File: config.mk
export PLATFORM = sky130hd
export DESIGN_NAME = lcd_nibble_tx
export DESIGN_NICKNAME = d
export VERILOG_FILES = /design/src/rtl/lcd_nibble_tx.sv
export SDC_FILE = /design/constraint.sdc
export NUM_CORES = 1
export LEC_CHECK = 0
export BUFFER_PORTS_ARGS = -buffer_cell sky130_fd_sc_hd__buf_4
export CAP_MARGIN = 0
export CORE_AREA = 2 2 75 77
export DETAILED_ROUTE_END_ITERATION = 8
export DIE_AREA = 0 0 77 79
export PLACE_DENSITY_LB_ADDON = 0.05
export SYNTH_ARGS = -nofsm -noshare
export SYNTH_HDL_FRONTEND = slang
export SYNTH_SLANG_ARGS = --single-unit
File: constraint.sdc
create_clock -name CLK -period 2 [get_ports CLK]
set_input_delay 0.4 -clock CLK [delete_from_list [all_inputs] [get_ports CLK]]
set_output_delay 0.4 -clock CLK [all_outputs]
set_load 0.005 [all_outputs]
File: src/rtl/lcd_nibble_tx.sv
// rtl/lcd_nibble_tx.sv - 4-bit HD44780-style LCD transmitter with power-on init sequence
module lcd_nibble_tx #(
  parameter int SETUP_CYC      = 4,
  parameter int E_HIGH_CYC     = 24,
  parameter int NIB_GAP_CYC    = 100,
  parameter int CHAR_WAIT_CYC  = 4000,
  parameter int CLEAR_WAIT_CYC = 164000,
  parameter int PWR_WAIT_CYC   = 1500000,
  parameter int INIT_LONG_CYC  = 410000,
  parameter int INIT_SHORT_CYC = 10000
) (
  input  logic       CLK,
  input  logic       RST_N,
  input  logic [7:0] in_data,
  input  logic       in_rs,
  input  logic       in_valid,
  output logic       in_ready,
  output logic       init_done,
  output logic       busy,
  output logic [3:0] lcd_db,
  output logic       lcd_e,
  output logic       lcd_rs,
  output logic       lcd_rw
);

  // Counter reload values: each wait loads w-1 and runs down to 0, giving exactly w cycles.
  localparam logic [23:0] SETUP_LD = 24'(SETUP_CYC - 1);
  localparam logic [23:0] EHI_LD   = 24'(E_HIGH_CYC - 1);
  localparam logic [23:0] GAP_LD   = 24'(NIB_GAP_CYC - 1);
  localparam logic [23:0] CHAR_LD  = 24'(CHAR_WAIT_CYC - 1);
  localparam logic [23:0] CLEAR_LD = 24'(CLEAR_WAIT_CYC - 1);
  localparam logic [23:0] PWR_LD   = 24'(PWR_WAIT_CYC - 1);
  localparam logic [23:0] LONG_LD  = 24'(INIT_LONG_CYC - 1);
  localparam logic [23:0] SHORT_LD = 24'(INIT_SHORT_CYC - 1);

  typedef enum logic [2:0] {
    PWR_WAIT,
    INIT_NIB,
    IDLE,
    SETUP,
    EHI,
    WAIT
  } state_t;

  state_t      state, state_n;
  logic [23:0] cnt, cnt_n;
  logic [1:0]  idx, idx_n;     // init nibble index 0..3
  logic        lo, lo_n;       // 0 = high nibble in flight, 1 = low nibble
  logic [7:0]  data_q, data_n;
  logic [3:0]  db_n;
  logic        e_n, rs_n, done_n;
  logic        is_clear;
  logic [23:0] wait_ld;

  // lcd_rw is hard-wired low: this port never reads the busy flag.
  assign lcd_rw = 1'b0;

  // Clear and return-home commands need the long post-byte wait.
  assign is_clear = !lcd_rs && (data_q == 8'h01 || data_q == 8'h02 || data_q == 8'h03);

  // Select the E-low wait that follows the current strobe.
  always_comb begin
    wait_ld = CHAR_LD;
    if (!init_done) begin
      case (idx)
        2'd0:    wait_ld = LONG_LD;
        2'd1:    wait_ld = SHORT_LD;
        default: wait_ld = CHAR_LD;
      endcase
    end else if (!lo) begin
      wait_ld = GAP_LD;
    end else if (is_clear) begin
      wait_ld = CLEAR_LD;
    end
  end

  // Next-state and next-output logic; everything holds unless a phase ends.
  always_comb begin
    state_n = state;
    cnt_n   = cnt;
    idx_n   = idx;
    lo_n    = lo;
    data_n  = data_q;
    db_n    = lcd_db;
    e_n     = lcd_e;
    rs_n    = lcd_rs;
    done_n  = init_done;
    case (state)
      PWR_WAIT: begin
        if (cnt == 24'd0) begin
          state_n = INIT_NIB;
          db_n    = 4'h3;
          rs_n    = 1'b0;
          idx_n   = 2'd0;
          cnt_n   = SETUP_LD;
        end else begin
          cnt_n = cnt - 24'd1;
        end
      end
      INIT_NIB, SETUP: begin
        if (cnt == 24'd0) begin
          state_n = EHI;
          e_n     = 1'b1;
          cnt_n   = EHI_LD;
        end else begin
          cnt_n = cnt - 24'd1;
        end
      end
      EHI: begin
        if (cnt == 24'd0) begin
          state_n = WAIT;
          e_n     = 1'b0;
          cnt_n   = wait_ld;
        end else begin
          cnt_n = cnt - 24'd1;
        end
      end
      WAIT: begin
        if (cnt != 24'd0) begin
          cnt_n = cnt - 24'd1;
        end else if (!init_done) begin
          if (idx == 2'd3) begin
            state_n = IDLE;
            done_n  = 1'b1;
          end else begin
            state_n = INIT_NIB;
            idx_n   = idx + 2'd1;
            db_n    = (idx == 2'd2) ? 4'h2 : 4'h3;
            cnt_n   = SETUP_LD;
          end
        end else if (!lo) begin
          state_n = SETUP;
          lo_n    = 1'b1;
          db_n    = data_q[3:0];
          cnt_n   = SETUP_LD;
        end else begin
          state_n = IDLE;
        end
      end
      IDLE: begin
        if (in_valid && in_ready) begin
          state_n = SETUP;
          data_n  = in_data;
          rs_n    = in_rs;
          db_n    = in_data[7:4];
          lo_n    = 1'b0;
          cnt_n   = SETUP_LD;
        end
      end
      default: begin
        state_n = PWR_WAIT;
        cnt_n   = PWR_LD;
      end
    endcase
  end

  // State and registered outputs; reset restarts the whole init sequence.
  always_ff @(posedge CLK) begin
    if (!RST_N) begin
      state     <= PWR_WAIT;
      cnt       <= PWR_LD;
      idx       <= 2'd0;
      lo        <= 1'b0;
      data_q    <= 8'h00;
      lcd_db    <= 4'h0;
      lcd_e     <= 1'b0;
      lcd_rs    <= 1'b0;
      in_ready  <= 1'b0;
      busy      <= 1'b1;
      init_done <= 1'b0;
    end else begin
      state     <= state_n;
      cnt       <= cnt_n;
      idx       <= idx_n;
      lo        <= lo_n;
      data_q    <= data_n;
      lcd_db    <= db_n;
      lcd_e     <= e_n;
      lcd_rs    <= rs_n;
      in_ready  <= (state_n == IDLE);
      busy      <= (state_n != IDLE);
      init_done <= done_n;
    end
  end

endmodule
==> metrics.csv, run 1 <==
metric;value;unit
layout_setup_ws;0.0394;ns
layout.nets;432;
ys_types;60;
drive_above_1_share;0.289;
maxSlewViolCount;0;
grt_max_degree;32;
synth-seq-area-share;0.344;
vias;2771;
min-delay-start;in_data[3];
gp_congestion;0.914;
wl_per_cell;16.1;µm
n_antenna_cell;0;
fmax;510;MHz
yosysWarnings;0;
cts_tree;built;
fin_crit_sh;0.980;
die_area;6080;µm²
synth-edff-count;0;
clkTransAtPathRegs;0.09;ns
skew;0.00860;ns
hold_end;data_q[3];
seq_area;945;µm²
ctsHoldBuffers;0;
hold_class;primary input to register;
required;2.20;ns
crit_path_max_incr_delay;0.41;ns
synth_xor_area_frac;0.0321;
synth_ff_type;dfxtp_1;
multi_input_area;1790;µm²
path_class;register to register;
hpwl;5730;µm
clk_latency;0.31;ns
yosys-mux-area-fraction;0.0256;
async_flop_share;0;
rrSetupSlack;0.04;ns
grt_use_total;0.261;
cp_top_family;simple AND/OR/NAND/NOR gates;
drt_first_iter_violations;182;
netlist_top_cells_area;dfxtp_1 (34%), nand2_1 (6.9%), nor2_1 (4.3%);
htree_levels;2;
mostFrequentLayoutCell;buf_4;
max-clock-path-buffers;2;
numClockSinks;47;
grt_pass1_vias;2540;
wl;7830;µm
design_area;3560;µm²
path_max_fanout;4;
rsz0062_at_grt;yes;
fillerInstances;491;
synth_compound_area_frac;0.206;
port_buffers;20;
synthSimpleGateAreaFrac;0.325;
start_kind;register;
holdPathStages;3;
die_h;79;µm
r2r-start;cnt[22];
vias_per_cell;5.69;
period_needed;1.96;ns
ant_nets;0;
grt_pass1_wl;12600;µm
ios;22;
dp_worst_setup_slack;-0.0791;ns
rows;27;
drc;0;
yosys.area.top_type;dfxtp_1;
crit_buf_inv;0;
avgSynthCellArea;7.92;µm²
cts-buffers-inserted;5;
setup_violations;0;
vdd_drop_max;0.325;mV
synth_top_family_by_area;simple AND/OR/NAND/NOR gates;
cts-root-buf;clkbuf_8;
initial_core_util;0.512;
yosysTopAreaCellShare;0.344;
synthAdderAreaFrac;0.0275;
worstPathArrival;2.16;ns
dieWidth;77;µm
worst-r2r-cell-count;6;
dpl_cell_area;3280;µm²
grt_antenna_before_repair;0;
status;finished, final reports clean;
rr_endpoint;cnt[13];
fp.coreArea;5340;µm²
powerDensity;498;nW/µm²
drv_cap;0;
leakage;1.49;nW
grt-ovfl-total;0;
drt_first_pass_iters;5;
syn-instance-count;345;
syn_nets;363;
ys_ff_latch;47;
syn_area;2730;µm²
critical_path.cell_chain;nor4_4 > and3b_2 > nand3_1 > nand2_1 > o21bai_1 > a211o_1;
hold_viol_final;0;
area_delta_synth_final;30.4;%
end_kind;register;
cp_slowest_cell;nor4_4;
most-common-layout-cells;buf_4 (72), nand2_1 (50), dfxtp_1 (44);
metrics by stage:
stage | util | setup TNS (ns) | power [mW] | cells | hold slack, ns
2_1_floorplan | - | 0 | 1.01 | 345 | 0.443
3_3_place_gp | 0.615 | -0.0246 | 1.06 | 473 | 0.448
4_1_cts | 0.640 | 0 | 1.78 | 481 | 0.337
3_5_place_dp | 0.615 | -0.244 | 1.06 | 473 | 0.455
6_report | 0.668 | 0 | 1.77 | 487 | 0.338
5_1_grt | 0.668 | -0.336 | 1.84 | 487 | 0.344
synth_stat cells (2+ instances only):
cell and count:
a211o_1 3, a21boi_0 11, a21oi_1 20, a22o_1 2
a2bb2oi_1 6, a31oi_1 5, and2_1 6, buf_2 2
clkbuf_1 9, dfxtp_1 47, ha_1 6, inv_1 12
mux2i_1 7, nand2_1 50, nand2_2 3, nand2b_1 8
nand3_1 14, nand3b_1 3, nand4_1 4, nor2_1 31
nor2b_1 6, nor3_1 12, nor3_2 2, nor3b_1 2
nor4_1 6, nor4b_1 2, o211ai_1 3, o21a_1 3
o21ai_0 13, o21bai_1 2, o221ai_1 2, o22a_1 3
or2_2 2, or3_1 4, xnor2_1 2, xor2_1 8
cells by family after synthesis:
| logic type | Yosys count |
|---|---|
| AOI/OAI and AO/OA | 83 |
| adders and majority gates | 6 |
| xor gates and xnor gates | 10 |
| buffers and inverters | 26 |
| other | 1 |
| DFF | 47 |
| muxes | 7 |
| and+or+nand+nor | 165 |
tightest hold or removal path: cells and delay by family:
family	cells	cell delay (ns)
AND/OR/NAND/NOR	1	0.04
AO/OA/AOI/OAI	1	0.06
buffers and inverters	1	0.11
power by group:
| group | total, mW | internal [mW] | switching [mW] |
|---|---|---|---|
| Clock | 0.730 | 0.379 | 0.350 |
| Combinational | 0.0973 | 0.0488 | 0.0485 |
| Sequential | 0.946 | 0.941 | 0.00524 |
state kept, by name, indices dropped and copies added (netlist names):
name / count
busy: 1
cnt: 24
data_q: 8
idx: 2
in_ready: 1
init_done: 1
lcd_db: 4
lcd_e: 1
lcd_rs: 1
lo: 1
state: 3
worst max-delay path by stage:
stage / endpoint / from / slack (ns) / cells after the start
2_1_floorplan: cnt[1] / cnt[0] / 0.10 / 9
5_1_grt: state[1] / cnt[1] / -0.06 / 9
3_5_place_dp: cnt[6] / cnt[0] / -0.08 / 9
3_3_place_gp: cnt[6] / cnt[0] / -0.02 / 9
4_1_cts: cnt[6] / cnt[0] / 0.001 / 9
6_report: cnt[13] / cnt[22] / 0.04 / 6
routing by layer:
metal | wire length [µm] | vias to the layer above | GRT usage
li1 | - | 1360 | -
met1 | 3700 | 1323 | 0.370
met2 | 3630 | 77 | 0.416
met3 | 367 | 11 | 0.0477
met4 | 122 | 0 | 0.0589
met5 | 0 | - | 0
what timing repair did:
action                                 4_1_cts  5_1_grt
pin swaps                                    3       13
buffers inserted                             0        6
gates resized for setup                      6       27
setup endpoints to repair                   12       31
cloned                                       0        0
endpoints found under the hold margin        0        0
area by class of cell:
cell class / instances / share of cell area
clock buffer: 5 / 0.0193
timing repair buffer: 75 / 0.161
multi-input combinational: 272 / 0.501
clock inverter: 3 / 0.0133
inverter: 13 / 0.0144
tap: 72 / 0.0253
sequential: 47 / 0.265
No activity file was read; power rests on OpenSTA's default activity.
==> run 2, diff against run 1 <==
GPL_TIMING_DRIVEN = 0   (was not set)
==> run 2 against run 1 <==
  * Count of clock-buffer cells in the layout up 1
  * Die area did not move
  * Highest routed layer unchanged
  * Hold slack improved by 0.015 ns
  * Critical path type unchanged
  * The flow now finishes with violations (setup timing)
  * Largest power group unchanged
==> metrics.csv, run 2 (synthesis results as in run 1) <==
metric;value;unit
hold_end;data_q[2];
fmax;498;MHz
rows;27;
crit_buf_inv;2;
numClockSinks;47;
port_buffers;20;
fp.coreArea;5340;µm²
most-common-layout-cells;nand2_1 (49), dfxtp_1 (44), buf_4 (31);
grt-ovfl-total;0;
hold_ws;0.353;ns
vdd_drop_max;0.432;mV
hold_class;primary input to register;
vias_per_cell;5.98;
largest_reg_flops;24;
ctsHoldBuffers;0;
drt_first_iter_violations;274;
hpwl;5170;µm
top_regs;cnt: 24 flops, data_q: 8 flops, lcd_db: 4 flops;
fin_crit_sh;1.00;
die_area;6080;µm²
required;2.23;ns
holdPathStages;3;
r2r-start;cnt[8];
setup_violations;1;
clkTransAtPathRegs;0.09;ns
n_antenna_cell;0;
cp_top_family;simple AND/OR/NAND/NOR gates;
end_kind;register;
leakage;1.37;nW
die_h;79;µm
gp_congestion;0.909;
clk_latency;0.30;ns
min-delay-start;in_data[2];
tightest_slew;0.598;ns
powerDensity;514;nW/µm²
drv_cap;0;
crit_path_max_incr_delay;0.38;ns
ant_nets;0;
seq_area;945;µm²
skew;0.00904;ns
dpl_cell_area;2970;µm²
critical_path.cell_chain;nor3_2 > nand3_2 > nor3_4 > buf_6 > buf_6 > nand2_4 > or3_4 > a21boi_1;
htree_levels;2;
drc;0;
rrSetupSlack;-0.006;ns
drive_above_1_share;0.254;
layout.nets;406;
worstPathArrival;2.24;ns
area_delta_synth_final;26.5;%
path_max_fanout;6;
wl_per_cell;16.9;µm
cts-buffers-inserted;5;
initial_core_util;0.512;
cp.depth;8;
design_area;3460;µm²
drt_first_pass_iters;7;
hold_viol_final;0;
grt_pass1_vias;2451;
worst-r2r-cell-count;8;
multi_input_area;1880;µm²
grt_antenna_before_repair;0;
wl;7810;µm
rsz0062_at_grt;yes;
violations;setup timing;
start_kind;register;
cp_common_cell;buf_6;
layout_setup_ws;-0.00613;ns
cts_tree;built;
grt_pass1_wl;12300;µm
largest-register;cnt;
max-clock-path-buffers;2;
vias;2759;
status;complete, but fails checks;
fillerInstances;488;
cp_slowest_cell;dfxtp_1;
grt_use_total;0.252;
max_slew_margin;0.602;
path_class;register to register;
mostFrequentLayoutCell;nand2_1;
ios;22;
grt_max_degree;15;
dieWidth;77;µm
maxSlewViolCount;0;
cts-root-buf;clkbuf_8;
period_needed;2.01;ns
rr_endpoint;state[1];
==> run 2: changes by cell type in the layout (fill, tap and decap cells not counted), moves of 3 or more <==
cell / delta
buf_4: -41
buf_6: +3
clkbuf_1: +5
clkbuf_2: +4
==> run 2: cell type report <==
class / count / area share
multi-input cells: 272 / 0.544
clock inverters: 2 / 0.0101
well taps: 72 / 0.0261
repair buffers: 37 / 0.0905
repair inverters: 1 / 0.00217
flip-flops and latches: 47 / 0.273
clock buffers: 6 / 0.0239
plain buffers: 11 / 0.0156
inverters: 13 / 0.0148
==> run 2: worst max-delay path by stage <==
stage | from | to | slack, ns
2_1_floorplan | cnt[0] | cnt[1] | 0.10
3_3_place_gp | cnt[0] | cnt[4] | -0.42
3_5_place_dp | cnt[0] | cnt[4] | -0.41
4_1_cts | cnt[0] | cnt[13] | 0.0003
5_1_grt | cnt[8] | cnt[16] | -0.10
6_report | cnt[8] | state[1] | -0.006
==> run 2: stage by stage <==
| step | worst slack (ns) | util | power [mW] | cells | TNS (ns) |
|---|---|---|---|---|---|
| 2_1_floorplan | 0.102 | - | 1.01 | 345 | 0 |
| 3_5_place_dp | -0.408 | 0.557 | 1.05 | 437 | -8.88 |
| 3_3_place_gp | -0.415 | 0.557 | 1.05 | 437 | -8.66 |
| 4_1_cts | 0.000312 | 0.622 | 1.78 | 460 | 0 |
| 5_1_grt | -0.104 | 0.648 | 1.84 | 461 | -1.68 |
| 6_report | -0.00613 | 0.648 | 1.78 | 461 | -0.00613 |
==> run 2: worst register-to-register path, cell delays in order (launching register included) <==
cell and delay [ns]:
dfxtp_1 0.38, nor3_2 0.36, nand3_2 0.20, nor3_4 0.21
buf_6 0.14, buf_6 0.11, nand2_4 0.05, or3_4 0.36
a21boi_1 0.14
==> run 2: what timing repair did <==
action                                  CTS  global route
endpoints found under the setup margin   36            31
pin swaps                                 8             8
cloned                                    1             0
resized for setup                        30            30
setup buffers                            14             3
==> run 2: layer usage <==
metal | global-route usage | vias to the layer above | part of all wire
met5 | 0 | - | 0
met4 | 0.0875 | 0 | 0.032
met3 | 0.0557 | 27 | 0.079
met2 | 0.382 | 139 | 0.43
met1 | 0.353 | 1283 | 0.45
li1 | - | 1310 | -
==> run 2: report_power, final <==
group / switching (mW) / internal [mW]
registers: 0.00700 / 0.941
logic: 0.0511 / 0.0499
clock network: 0.324 / 0.405
